[config.mk]
export PLATFORM = sky130hd
export DESIGN_NAME = conv2d_layer_scheduler_flat
export DESIGN_NICKNAME = d
export VERILOG_FILES = /design/src/rtl/conv2d_layer_scheduler_if.sv /design/src/rtl/conv2d_layer_scheduler.sv /design/src/flat_wrapper.sv
export SDC_FILE = /design/constraint.sdc
export NUM_CORES = 1
export LEC_CHECK = 0
export CORE_MARGIN = 4
export CORE_UTILIZATION = 50
export DETAILED_ROUTE_END_ITERATION = 10
export PLACE_DENSITY_LB_ADDON = 0.2
export SLEW_MARGIN = 20
export SYNTH_ARGS = -nofsm -noshare
export SYNTH_HDL_FRONTEND = slang
export SYNTH_SLANG_ARGS = --single-unit
[constraint.sdc]
create_clock -name clk -period 2.5 [get_ports clk]
set_input_delay 0.5 -clock clk [delete_from_list [all_inputs] [get_ports clk]]
set_output_delay 0.5 -clock clk [all_outputs]
set_load 0.05 [all_outputs]
[src/rtl/conv2d_layer_scheduler_if.sv]
// Control/status bundle between the layer scheduler and the PE, line buffer and kernel loader.
// The scheduler connects through "master"; the surrounding datapath through "slave".
interface conv2d_layer_scheduler_if #(
  parameter int unsigned CH_WIDTH  = 10,
  parameter int unsigned ROW_WIDTH = 8,
  parameter int unsigned COL_WIDTH = 8
);
  logic                 start;
  logic [CH_WIDTH-1:0]  cfg_num_ch_m1;
  logic [ROW_WIDTH-1:0] cfg_num_rows_m1;
  logic [COL_WIDTH-1:0] cfg_row_len_m1;
  logic                 kernel_valid;
  logic                 pix_valid;
  logic                 PE_ready;
  logic                 PE_with_buffers_IDLE;

  logic                 Load_kernel_reg;
  logic                 Stream_mid_row;
  logic                 Stream_last_row;
  logic                 Output_valid;
  logic                 Done_1row;
  logic                 last_channel;
  logic [COL_WIDTH-1:0] b_counter_output;
  logic [CH_WIDTH-1:0]  channel_idx;
  logic [ROW_WIDTH-1:0] row_idx;
  logic                 busy;
  logic                 done;

  modport master (
    input  start, cfg_num_ch_m1, cfg_num_rows_m1, cfg_row_len_m1,
           kernel_valid, pix_valid, PE_ready, PE_with_buffers_IDLE,
    output Load_kernel_reg, Stream_mid_row, Stream_last_row, Output_valid,
           Done_1row, last_channel, b_counter_output, channel_idx, row_idx,
           busy, done
  );

  modport slave (
    output start, cfg_num_ch_m1, cfg_num_rows_m1, cfg_row_len_m1,
           kernel_valid, pix_valid, PE_ready, PE_with_buffers_IDLE,
    input  Load_kernel_reg, Stream_mid_row, Stream_last_row, Output_valid,
           Done_1row, last_channel, b_counter_output, channel_idx, row_idx,
           busy, done
  );
endinterface

[src/rtl/conv2d_layer_scheduler.sv]
// Layer-pass sequencer for the 3x3 convolution PE: walks channels and rows, requests
// kernel loads, frames each row for the PE control unit and waits for the PE to drain.
module conv2d_layer_scheduler #(
  parameter int unsigned CH_WIDTH  = 10,
  parameter int unsigned ROW_WIDTH = 8,
  parameter int unsigned COL_WIDTH = 8
) (
  input logic                   clk,
  input logic                   Reset,
  conv2d_layer_scheduler_if.master bus
);

  typedef enum logic [2:0] {
    S_IDLE,
    S_LOAD_KERNEL,
    S_WAIT_PE,
    S_STREAM,
    S_ROW_DONE,
    S_CH_DONE,
    S_DRAIN,
    S_DONE
  } state_e;

  state_e               state_q, state_d;
  logic [CH_WIDTH-1:0]  ch_q, ch_d;
  logic [ROW_WIDTH-1:0] row_q, row_d;
  logic [COL_WIDTH-1:0] col_q, col_d;
  logic [CH_WIDTH-1:0]  ch_m1_q, ch_m1_d;
  logic [ROW_WIDTH-1:0] rows_m1_q, rows_m1_d;
  logic [COL_WIDTH-1:0] len_m1_q, len_m1_d;

  logic busy_q;
  logic stream_mid_q;
  logic stream_last_q;
  logic done_1row_q;
  logic done_q;
  logic last_ch_q;

  always_comb begin
    state_d   = state_q;
    ch_d      = ch_q;
    row_d     = row_q;
    col_d     = col_q;
    ch_m1_d   = ch_m1_q;
    rows_m1_d = rows_m1_q;
    len_m1_d  = len_m1_q;

    case (state_q)
      S_IDLE: begin
        if (bus.start) begin
          ch_d      = '0;
          row_d     = '0;
          col_d     = '0;
          ch_m1_d   = bus.cfg_num_ch_m1;
          rows_m1_d = bus.cfg_num_rows_m1;
          len_m1_d  = bus.cfg_row_len_m1;
          state_d   = S_LOAD_KERNEL;
        end
      end
      S_LOAD_KERNEL: begin
        if (bus.kernel_valid) begin
          state_d = S_WAIT_PE;
        end
      end
      S_WAIT_PE: begin
        if (bus.PE_ready) begin
          col_d   = '0;
          state_d = S_STREAM;
        end
      end
      S_STREAM: begin
        if (bus.pix_valid) begin
          // Column parks on the final index so the last window keeps its address.
          if (col_q == len_m1_q) begin
            state_d = S_ROW_DONE;
          end else begin
            col_d = col_q + COL_WIDTH'(1);
          end
        end
      end
      S_ROW_DONE: begin
        if (row_q == rows_m1_q) begin
          row_d   = '0;
          state_d = S_CH_DONE;
        end else begin
          row_d   = row_q + ROW_WIDTH'(1);
          state_d = S_WAIT_PE;
        end
      end
      S_CH_DONE: begin
        if (ch_q == ch_m1_q) begin
          state_d = S_DRAIN;
        end else begin
          ch_d    = ch_q + CH_WIDTH'(1);
          state_d = S_LOAD_KERNEL;
        end
      end
      S_DRAIN: begin
        if (bus.PE_with_buffers_IDLE) begin
          state_d = S_DONE;
        end
      end
      S_DONE: begin
        state_d = S_IDLE;
      end
      default: begin
        state_d = S_IDLE;
      end
    endcase
  end

  // Status outputs are registered from the next-state values so they line up with state_q.
  always_ff @(posedge clk) begin
    if (Reset) begin
      state_q       <= S_IDLE;
      ch_q          <= '0;
      row_q         <= '0;
      col_q         <= '0;
      ch_m1_q       <= '0;
      rows_m1_q     <= '0;
      len_m1_q      <= '0;
      busy_q        <= 1'b0;
      stream_mid_q  <= 1'b0;
      stream_last_q <= 1'b0;
      done_1row_q   <= 1'b0;
      done_q        <= 1'b0;
      last_ch_q     <= 1'b0;
    end else begin
      state_q       <= state_d;
      ch_q          <= ch_d;
      row_q         <= row_d;
      col_q         <= col_d;
      ch_m1_q       <= ch_m1_d;
      rows_m1_q     <= rows_m1_d;
      len_m1_q      <= len_m1_d;
      busy_q        <= (state_d != S_IDLE);
      stream_mid_q  <= (state_d == S_STREAM) && (row_d != rows_m1_d);
      stream_last_q <= (state_d == S_STREAM) && (row_d == rows_m1_d);
      done_1row_q   <= (state_d == S_ROW_DONE);
      done_q        <= (state_d == S_DONE);
      last_ch_q     <= (state_d != S_IDLE) && (ch_d == ch_m1_d);
    end
  end

  // The load strobe must coincide with the cycle the kernel sits on kernel_flat.
  assign bus.Load_kernel_reg  = (state_q == S_LOAD_KERNEL) && bus.kernel_valid;
  assign bus.Output_valid     = (state_q == S_STREAM) && bus.pix_valid;
  assign bus.Stream_mid_row   = stream_mid_q;
  assign bus.Stream_last_row  = stream_last_q;
  assign bus.Done_1row        = done_1row_q;
  assign bus.done             = done_q;
  assign bus.busy             = busy_q;
  assign bus.last_channel     = last_ch_q;
  assign bus.b_counter_output = col_q;
  assign bus.channel_idx      = ch_q;
  assign bus.row_idx          = row_q;

endmodule

[src/flat_wrapper.sv]
// flat-port wrapper written by rule: the top's interface ports become plain ports
module conv2d_layer_scheduler_flat 
#(
  parameter int unsigned CH_WIDTH  = 10,
  parameter int unsigned ROW_WIDTH = 8,
  parameter int unsigned COL_WIDTH = 8
)
  (clk, Reset, bus_start, bus_cfg_num_ch_m1, bus_cfg_num_rows_m1, bus_cfg_row_len_m1, bus_kernel_valid, bus_pix_valid, bus_PE_ready, bus_PE_with_buffers_IDLE, bus_Load_kernel_reg, bus_Stream_mid_row, bus_Stream_last_row, bus_Output_valid, bus_Done_1row, bus_last_channel, bus_b_counter_output, bus_channel_idx, bus_row_idx, bus_busy, bus_done);
  conv2d_layer_scheduler_if #(.CH_WIDTH(CH_WIDTH), .ROW_WIDTH(ROW_WIDTH), .COL_WIDTH(COL_WIDTH)) bus_i ();
  input logic clk;
  input logic Reset;
  input wire logic [$bits(bus_i.start)-1:0] bus_start;
  input wire logic [$bits(bus_i.cfg_num_ch_m1)-1:0] bus_cfg_num_ch_m1;
  input wire logic [$bits(bus_i.cfg_num_rows_m1)-1:0] bus_cfg_num_rows_m1;
  input wire logic [$bits(bus_i.cfg_row_len_m1)-1:0] bus_cfg_row_len_m1;
  input wire logic [$bits(bus_i.kernel_valid)-1:0] bus_kernel_valid;
  input wire logic [$bits(bus_i.pix_valid)-1:0] bus_pix_valid;
  input wire logic [$bits(bus_i.PE_ready)-1:0] bus_PE_ready;
  input wire logic [$bits(bus_i.PE_with_buffers_IDLE)-1:0] bus_PE_with_buffers_IDLE;
  output wire logic [$bits(bus_i.Load_kernel_reg)-1:0] bus_Load_kernel_reg;
  output wire logic [$bits(bus_i.Stream_mid_row)-1:0] bus_Stream_mid_row;
  output wire logic [$bits(bus_i.Stream_last_row)-1:0] bus_Stream_last_row;
  output wire logic [$bits(bus_i.Output_valid)-1:0] bus_Output_valid;
  output wire logic [$bits(bus_i.Done_1row)-1:0] bus_Done_1row;
  output wire logic [$bits(bus_i.last_channel)-1:0] bus_last_channel;
  output wire logic [$bits(bus_i.b_counter_output)-1:0] bus_b_counter_output;
  output wire logic [$bits(bus_i.channel_idx)-1:0] bus_channel_idx;
  output wire logic [$bits(bus_i.row_idx)-1:0] bus_row_idx;
  output wire logic [$bits(bus_i.busy)-1:0] bus_busy;
  output wire logic [$bits(bus_i.done)-1:0] bus_done;
  assign bus_i.start = bus_start;
  assign bus_i.cfg_num_ch_m1 = bus_cfg_num_ch_m1;
  assign bus_i.cfg_num_rows_m1 = bus_cfg_num_rows_m1;
  assign bus_i.cfg_row_len_m1 = bus_cfg_row_len_m1;
  assign bus_i.kernel_valid = bus_kernel_valid;
  assign bus_i.pix_valid = bus_pix_valid;
  assign bus_i.PE_ready = bus_PE_ready;
  assign bus_i.PE_with_buffers_IDLE = bus_PE_with_buffers_IDLE;
  assign bus_Load_kernel_reg = bus_i.Load_kernel_reg;
  assign bus_Stream_mid_row = bus_i.Stream_mid_row;
  assign bus_Stream_last_row = bus_i.Stream_last_row;
  assign bus_Output_valid = bus_i.Output_valid;
  assign bus_Done_1row = bus_i.Done_1row;
  assign bus_last_channel = bus_i.last_channel;
  assign bus_b_counter_output = bus_i.b_counter_output;
  assign bus_channel_idx = bus_i.channel_idx;
  assign bus_row_idx = bus_i.row_idx;
  assign bus_busy = bus_i.busy;
  assign bus_done = bus_i.done;
  conv2d_layer_scheduler #(.CH_WIDTH(CH_WIDTH), .ROW_WIDTH(ROW_WIDTH), .COL_WIDTH(COL_WIDTH)) u_core (.clk(clk), .Reset(Reset), .bus(bus_i));
endmodule
======== After elaboration in Yosys (flattened, before gate mapping) ========
Index checks and enable logic that the tools add are counted.
word-level totals
  register bits ........................... 61
  bits of input ports ..................... 33
  output and inout bits ................... 34
  logic and storage cells ................. 70
operators by class
  add/sub/neg operators ................... 3
  equality and inequality tests ........... 20
  multiplexer cells ....................... 24
  reductions and logical operators ........ 10
operators with widths
  cell                                                              count
  8-bit 2-to-1 mux                                                  8
  10-bit 2-to-1 mux                                                 4
  8-bit == test                                                     3
  3-bit 2-to-1 mux                                                  8
  3-bit one-hot mux with 8 select lines                             1
  8-bit one-hot mux with 3 select lines                             1
  10-bit == test                                                    2
  10-bit one-hot mux with 2 select lines                            1
  3-bit == test (second input constant)                             6
  8-bit by 1-bit adder with 8-bit output (second input constant)    2
  8-bit one-hot mux with 2 select lines                             1
  10-bit by 1-bit adder with 10-bit output (second input constant)  1
  3-bit by 2-bit == test with 1-bit output (second input constant)  3
  2-bit != test (second input constant)                             4
  8-bit != test                                                     1
  3-bit nonzero test                                                2
  1-bit logical AND                                                 5
  5-bit AND reduction                                               1
  3-bit by 1-bit == test with 1-bit output (second input constant)  1
  3-bit logical NOT                                                 1
  2-bit AND reduction                                               1

======== Depth between registers and ports, before layout ========
  word-level depth ........................ 6
  depth in mapped cells ................... 10
  mapped depth without buffers ............ 9

======== Worst setup path before layout ========
Ideal clock, no wire load.
  path kind ............................... reg2reg
  start point ............................. reg u_core.row_q[3] (netlist: u_core.bus.row_idx[3])
  end point ............................... reg u_core.stream_mid_q (netlist: u_core.bus.Stream_mid_row)
  library setup time ...................... 115 ps
  data arrival time ....................... 2358 ps
  data required time ...................... 2385 ps
  path slack .............................. 27 ps
  cell stages (with the launch flop) ...... 11
  path buffers ............................ 2
  period minus slack after synthesis ...... 2473 ps
  cell sequence ........................... dfxtp_1 -> buf_2 -> xor2_1 -> nor4_2 -> a211oi_2 -> buf_2 -> a21o_1 -> a22oi_2 -> xnor2_1 -> nand3_1 -> o21ba_2
between the ends
  word-level cells in the longest chain between the ends .. 5
  elaborated cells between the ends (all ways) .. 10
  those cells by class .................... add/sub (1); eq/ne (3); mux (5); reduce/logical (1)
ends and longest elaborated chain
  what                                                                                            RTL line                                                    RTL
  from (decl)                                                                                     conv2d_layer_scheduler.sv:26                                logic [ROW_WIDTH-1:0] row_q, row_d;
  from (signal assigned)                                                                          conv2d_layer_scheduler.sv:131                               row_q <= row_d;
  8-bit by 1-bit adder with 8-bit output or 8-bit == test (tied branches)                         conv2d_layer_scheduler.sv:86, conv2d_layer_scheduler.sv:82
  8-bit 2-to-1 mux or 3-bit 2-to-1 mux (tied branches)                                            conv2d_layer_scheduler.sv:82                                if (row_q == rows_m1_q) begin
  8-bit one-hot mux with 2 select lines or 3-bit one-hot mux with 8 select lines (tied branches)  conv2d_layer_scheduler.sv:48                                case (state_q)
  8-bit != test or 3-bit by 2-bit == test with 1-bit output (tied branches)                       conv2d_layer_scheduler.sv:137                               stream_mid_q <= (state_d == S_STREAM) && (row_d != rows_m1_d);
  1-bit logical AND *                                                                             conv2d_layer_scheduler.sv:137
  to (signal assigned)                                                                            conv2d_layer_scheduler.sv:137
  to (decl)                                                                                       conv2d_layer_scheduler.sv:33                                logic stream_mid_q;
Every way passes the cells marked *; elsewhere a longest branch is shown, timed or not.
A chain may end at the register's enable or synchronous reset.

======== Final worst setup path ========
  start point ............................. reg u_core.ch_q[8] (netlist: u_core.bus.channel_idx[8])
  end point ............................... reg u_core.last_ch_q (netlist: u_core.bus.last_channel)
between the ends
  word-level cells in the longest chain between the ends .. 5
  elaborated cells between the ends (all ways) .. 10
  those cells by class .................... add/sub (1); eq/ne (2); mux (5); reduce/logical (2)
ends and longest elaborated chain
  what                                                                                             RTL line                                                    RTL
  from (decl)                                                                                      conv2d_layer_scheduler.sv:25                                logic [CH_WIDTH-1:0] ch_q, ch_d;
  from (signal assigned)                                                                           conv2d_layer_scheduler.sv:130                               ch_q <= ch_d;
  10-bit by 1-bit adder with 10-bit output or 10-bit == test (tied branches)                       conv2d_layer_scheduler.sv:94, conv2d_layer_scheduler.sv:91
  10-bit 2-to-1 mux or 3-bit 2-to-1 mux (tied branches)                                            conv2d_layer_scheduler.sv:91                                if (ch_q == ch_m1_q) begin
  10-bit one-hot mux with 2 select lines or 3-bit one-hot mux with 8 select lines (tied branches)  conv2d_layer_scheduler.sv:48
  10-bit == test or 3-bit nonzero test (tied branches)                                             conv2d_layer_scheduler.sv:141                               last_ch_q <= (state_d != S_IDLE) && (ch_d == ch_m1_d);
  1-bit logical AND *                                                                              conv2d_layer_scheduler.sv:141
  to (signal assigned)                                                                             conv2d_layer_scheduler.sv:141
  to (decl)                                                                                        conv2d_layer_scheduler.sv:37                                logic last_ch_q;
Marks and branches as above.

==> impl_metrics.toml <==
[logic_synthesis]
async_reset_ff_share_pct = 0
synth-seq-area-share_pct = 36.9
synth_cell_types = 50
yosys_register_bits = 61
yosysTopAreaCell = "dfxtp_1"
ys_warn_count = 0
syn_area_sq_mm = 0.00331
muxShareOfSynthArea_pct = 6.20
avgSynthCellArea_sq_um = 8.40
synth-simple-area-share_pct = 23.8
synth-adder-area-share_pct = 1.13
synth_nets = 430
synth-compound-area-share_pct = 15.2
synthFlopType = "dfxtp_1"
synth.area.top_cells = "dfxtp_1, xnor2_1, nand2_1"
synth_top_area_share_pct = 36.9
synth-xor-area-share_pct = 13.2
synth_top_family_by_area = "simple AND/OR/NAND/NOR gates"
synth_cells = 394
synth_enable_flop_cells = 0

[clocking]
clk_pin_slew_ps = 70
cts_hold_buf = 0
clkSinkCount = 61
htree_num_levels = 3
clk_latency_ps = 330
clockBufferDepth = 2
cts_root_buf = "clkbuf_8"
cts_tree = "yes"
cts_buffers = 9

[worst_setup_path]
r2r_cells = 8
startpoint = "u_core.bus.channel_idx[8]$_SDFF_PP0_"
ff2ff_setup_slack_ps = 160
cp_num_cells = 8
cp-start-kind = "flop"
slowest_stage = "o31a_2"
crit_family = "compound AO/OA/AOI/OAI gates"
regToRegStartpoint = "u_core.bus.channel_idx[8]$_SDFF_PP0_"
criticalPathCategory = "flop to flop"
required_ps = 2780
cp.arrival_ps = 2620
path_cells = "xnor2_1, nand4_1, o31a_2, nand3_1, xnor2_1, o21ai_1, a2111oi_2, and4_1"
slowest_delay_ps = 480
crit_end = "u_core.bus.last_channel$_SDFF_PP0_"
reg2reg_to = "u_core.bus.last_channel$_SDFF_PP0_"
worstSetupEndpointType = "flop"
crit_buf_inv = 0
crit_top_cell = "xnor2_1"
crit_fanout = 8

[worst_hold_path]
hp-class = "flop to flop"
hold_depth = 2

[die]
start_util_pct = 51.8
core_sq_mm = 0.00639
die-area_sq_mm = 0.00798
ios = 67
rows = 29
die_w_microns = 89.3
die_h_microns = 89.3

[power]
switchingPower_w = 0.00101
clock_power_share_pct = 28.8
seqPwrFrac_pct = 38.2
swShare_pct = 33.8
leakagePower_nw = 1.76
p_int_w = 0.00198
p_comb_share_pct = 33.0
total_power_w = 0.00299
power_density_mw_per_mm2 = 665
ir_drop_v = 0.000419

[global_routing]
gr-usage-all-layers_pct = 23.1
overflow = 0
grt_pass1_vias = 3008
antenna_found_initial = 0
grt_max_degree = 19
grt_pass1_wl_mm = 14.4

[place]
dp_cells = 555
io_buffers = 66
dp_hpwl_mm = 6.59
dp_slack_ps = -160
gp_congestion = 0.884

[sta]
setup-violations-final = 0
fmax_mhz = 427
whs_ps = 467
clock_skew_ps = 9.74
fin_crit_sh_pct = 93.7
setup_tns_ps = 0
slew-limit-headroom_pct = 65.2
tightest_slew_ps = 521
min_period_ps = 2340
rsz0062_at_grt = "false"
finalHoldViolations = 0
layout_setup_ws_ps = 159
final_max_slew_viol_count = 0

[layout]
num_antenna_cells = 0
final_cells = 572
fillers = 513
layout_common_cells = "clkdlybuf4s50_1, dfxtp_1, nand2_1"
drive_above_1_share_pct = 15.4
nets = 526
final_common_cell = "clkdlybuf4s50_1"
areaGrowthSynthToFinish_pct = 35.9

[detailed_routing]
vias = 3199
drtAntennaViolNets = 0
wl_per_cell_microns = 15.3
drc_errors = 0
drtIter0Drc = 203
drt-pass1-iter-count = 8
drt_wl_total_mm = 8.76
vias_per_cell = 5.59

[flow_run]
cap_viol_max_count = 0

[outcome]
outcome = "finished clean"
cells in the mapped netlist, types with 3 or more instances:
cell	number
ha_1	3
nor2_1	47
nor3_1	11
xnor2_1	29
a21oi_1	31
nand2_1	52
o211ai_1	4
o21ai_0	4
nand4_1	7
xor2_1	19
mux2i_1	16
nor4_1	3
and3_1	6
buf_2	10
a211oi_1	3
a22oi_1	4
inv_1	3
nand2b_1	3
dfxtp_1	61
nor2b_1	8
o21ai_1	4
nand3_1	12
a21o_1	3
a31oi_1	8
mux2_2	4
clkbuf_1	8
worst min-delay path by stage:
stage | start | to | slack, ps
finish | u_core.len_m1_q[0]$_SDFFE_PP0P_ | u_core.len_m1_q[0]$_SDFFE_PP0P_ | 470
CTS | u_core.len_m1_q[0]$_SDFFE_PP0P_ | u_core.len_m1_q[0]$_SDFFE_PP0P_ | 470
floorplan | u_core.ch_m1_q[0]$_SDFF_PP0_ | u_core.ch_m1_q[0]$_SDFF_PP0_ | 450
global route | u_core.len_m1_q[0]$_SDFFE_PP0P_ | u_core.len_m1_q[0]$_SDFFE_PP0P_ | 500
detailed placement | u_core.len_m1_q[0]$_SDFFE_PP0P_ | u_core.len_m1_q[0]$_SDFFE_PP0P_ | 460
global placement | u_core.ch_m1_q[9]$_SDFF_PP0_ | u_core.ch_m1_q[9]$_SDFF_PP0_ | 460
flip-flops by register name (all words and copies together), names as in the netlist, 3 cells and up:
register / count
u_core.bus.b_counter_output: 8
u_core.bus.channel_idx: 10
u_core.bus.row_idx: 8
u_core.ch_m1_q: 10
u_core.len_m1_q: 8
u_core.rows_m1_q: 8
u_core.state_q: 3
metal layers:
metal / track usage [%] / vias up / routed length, microns
met2: 36.3 / 147 / 4030
met4: 8.12 / 0 / 131
met3: 4.52 / 14 / 671
li1: - / 1569 / -
met1: 31.5 / 1469 / 3930
met5: 0 / - / 0
through the flow:
stage | utilization, % | instance area (sq um)
after floorplan | - | 3310
after CTS | 69.8 | 4460
final | 70.4 | 4500
after detailed placement | 66.8 | 4270
after global routing | 70.4 | 4500
after global placement | 66.8 | 4270
power by group through the flow:
| stage | Clock (W) | Sequential [W] | Combinational (W) |
|---|---|---|---|
| floorplan | 0 | 0.00121 | 0.000569 |
| global placement | 0 | 0.00116 | 0.000933 |
| finish | 0.000862 | 0.00114 | 0.000986 |
| global route | 0.000927 | 0.00115 | 0.00107 |
| CTS | 0.000872 | 0.00114 | 0.000958 |
| detailed placement | 0 | 0.00116 | 0.000950 |
repair_timing:
item	CTS	global route
hold endpoints to repair	0	0
gates resized for setup	0	5
setup buffers	0	1
setup endpoints to repair	0	4
kinds of logic after synthesis:
| kind of cell | Yosys count |
|---|---|
| simple gates | 162 |
| compound gates | 75 |
| flops | 61 |
| xor+xnor | 49 |
| buf+inv | 24 |
| mux | 20 |
| fa+ha+maj | 3 |
tightest hold or removal path: stages, from the launching register on:
cell     delay [ps]
dfxtp_1         310
nand2_1          50
a21oi_1          50
layout make-up:
cell class	count	area (sq um)	share of cell area (%)
timing repair buffer	105	973	21.7
inverter	4	15.0	0.334
multi-input combinational	309	2000	44.4
sequential	61	1220	27.2
clock buffer	12	145	3.23
tap	77	96.3	2.14
clock inverter	4	47.5	1.06
No activity file was read; power rests on OpenSTA's default activity.
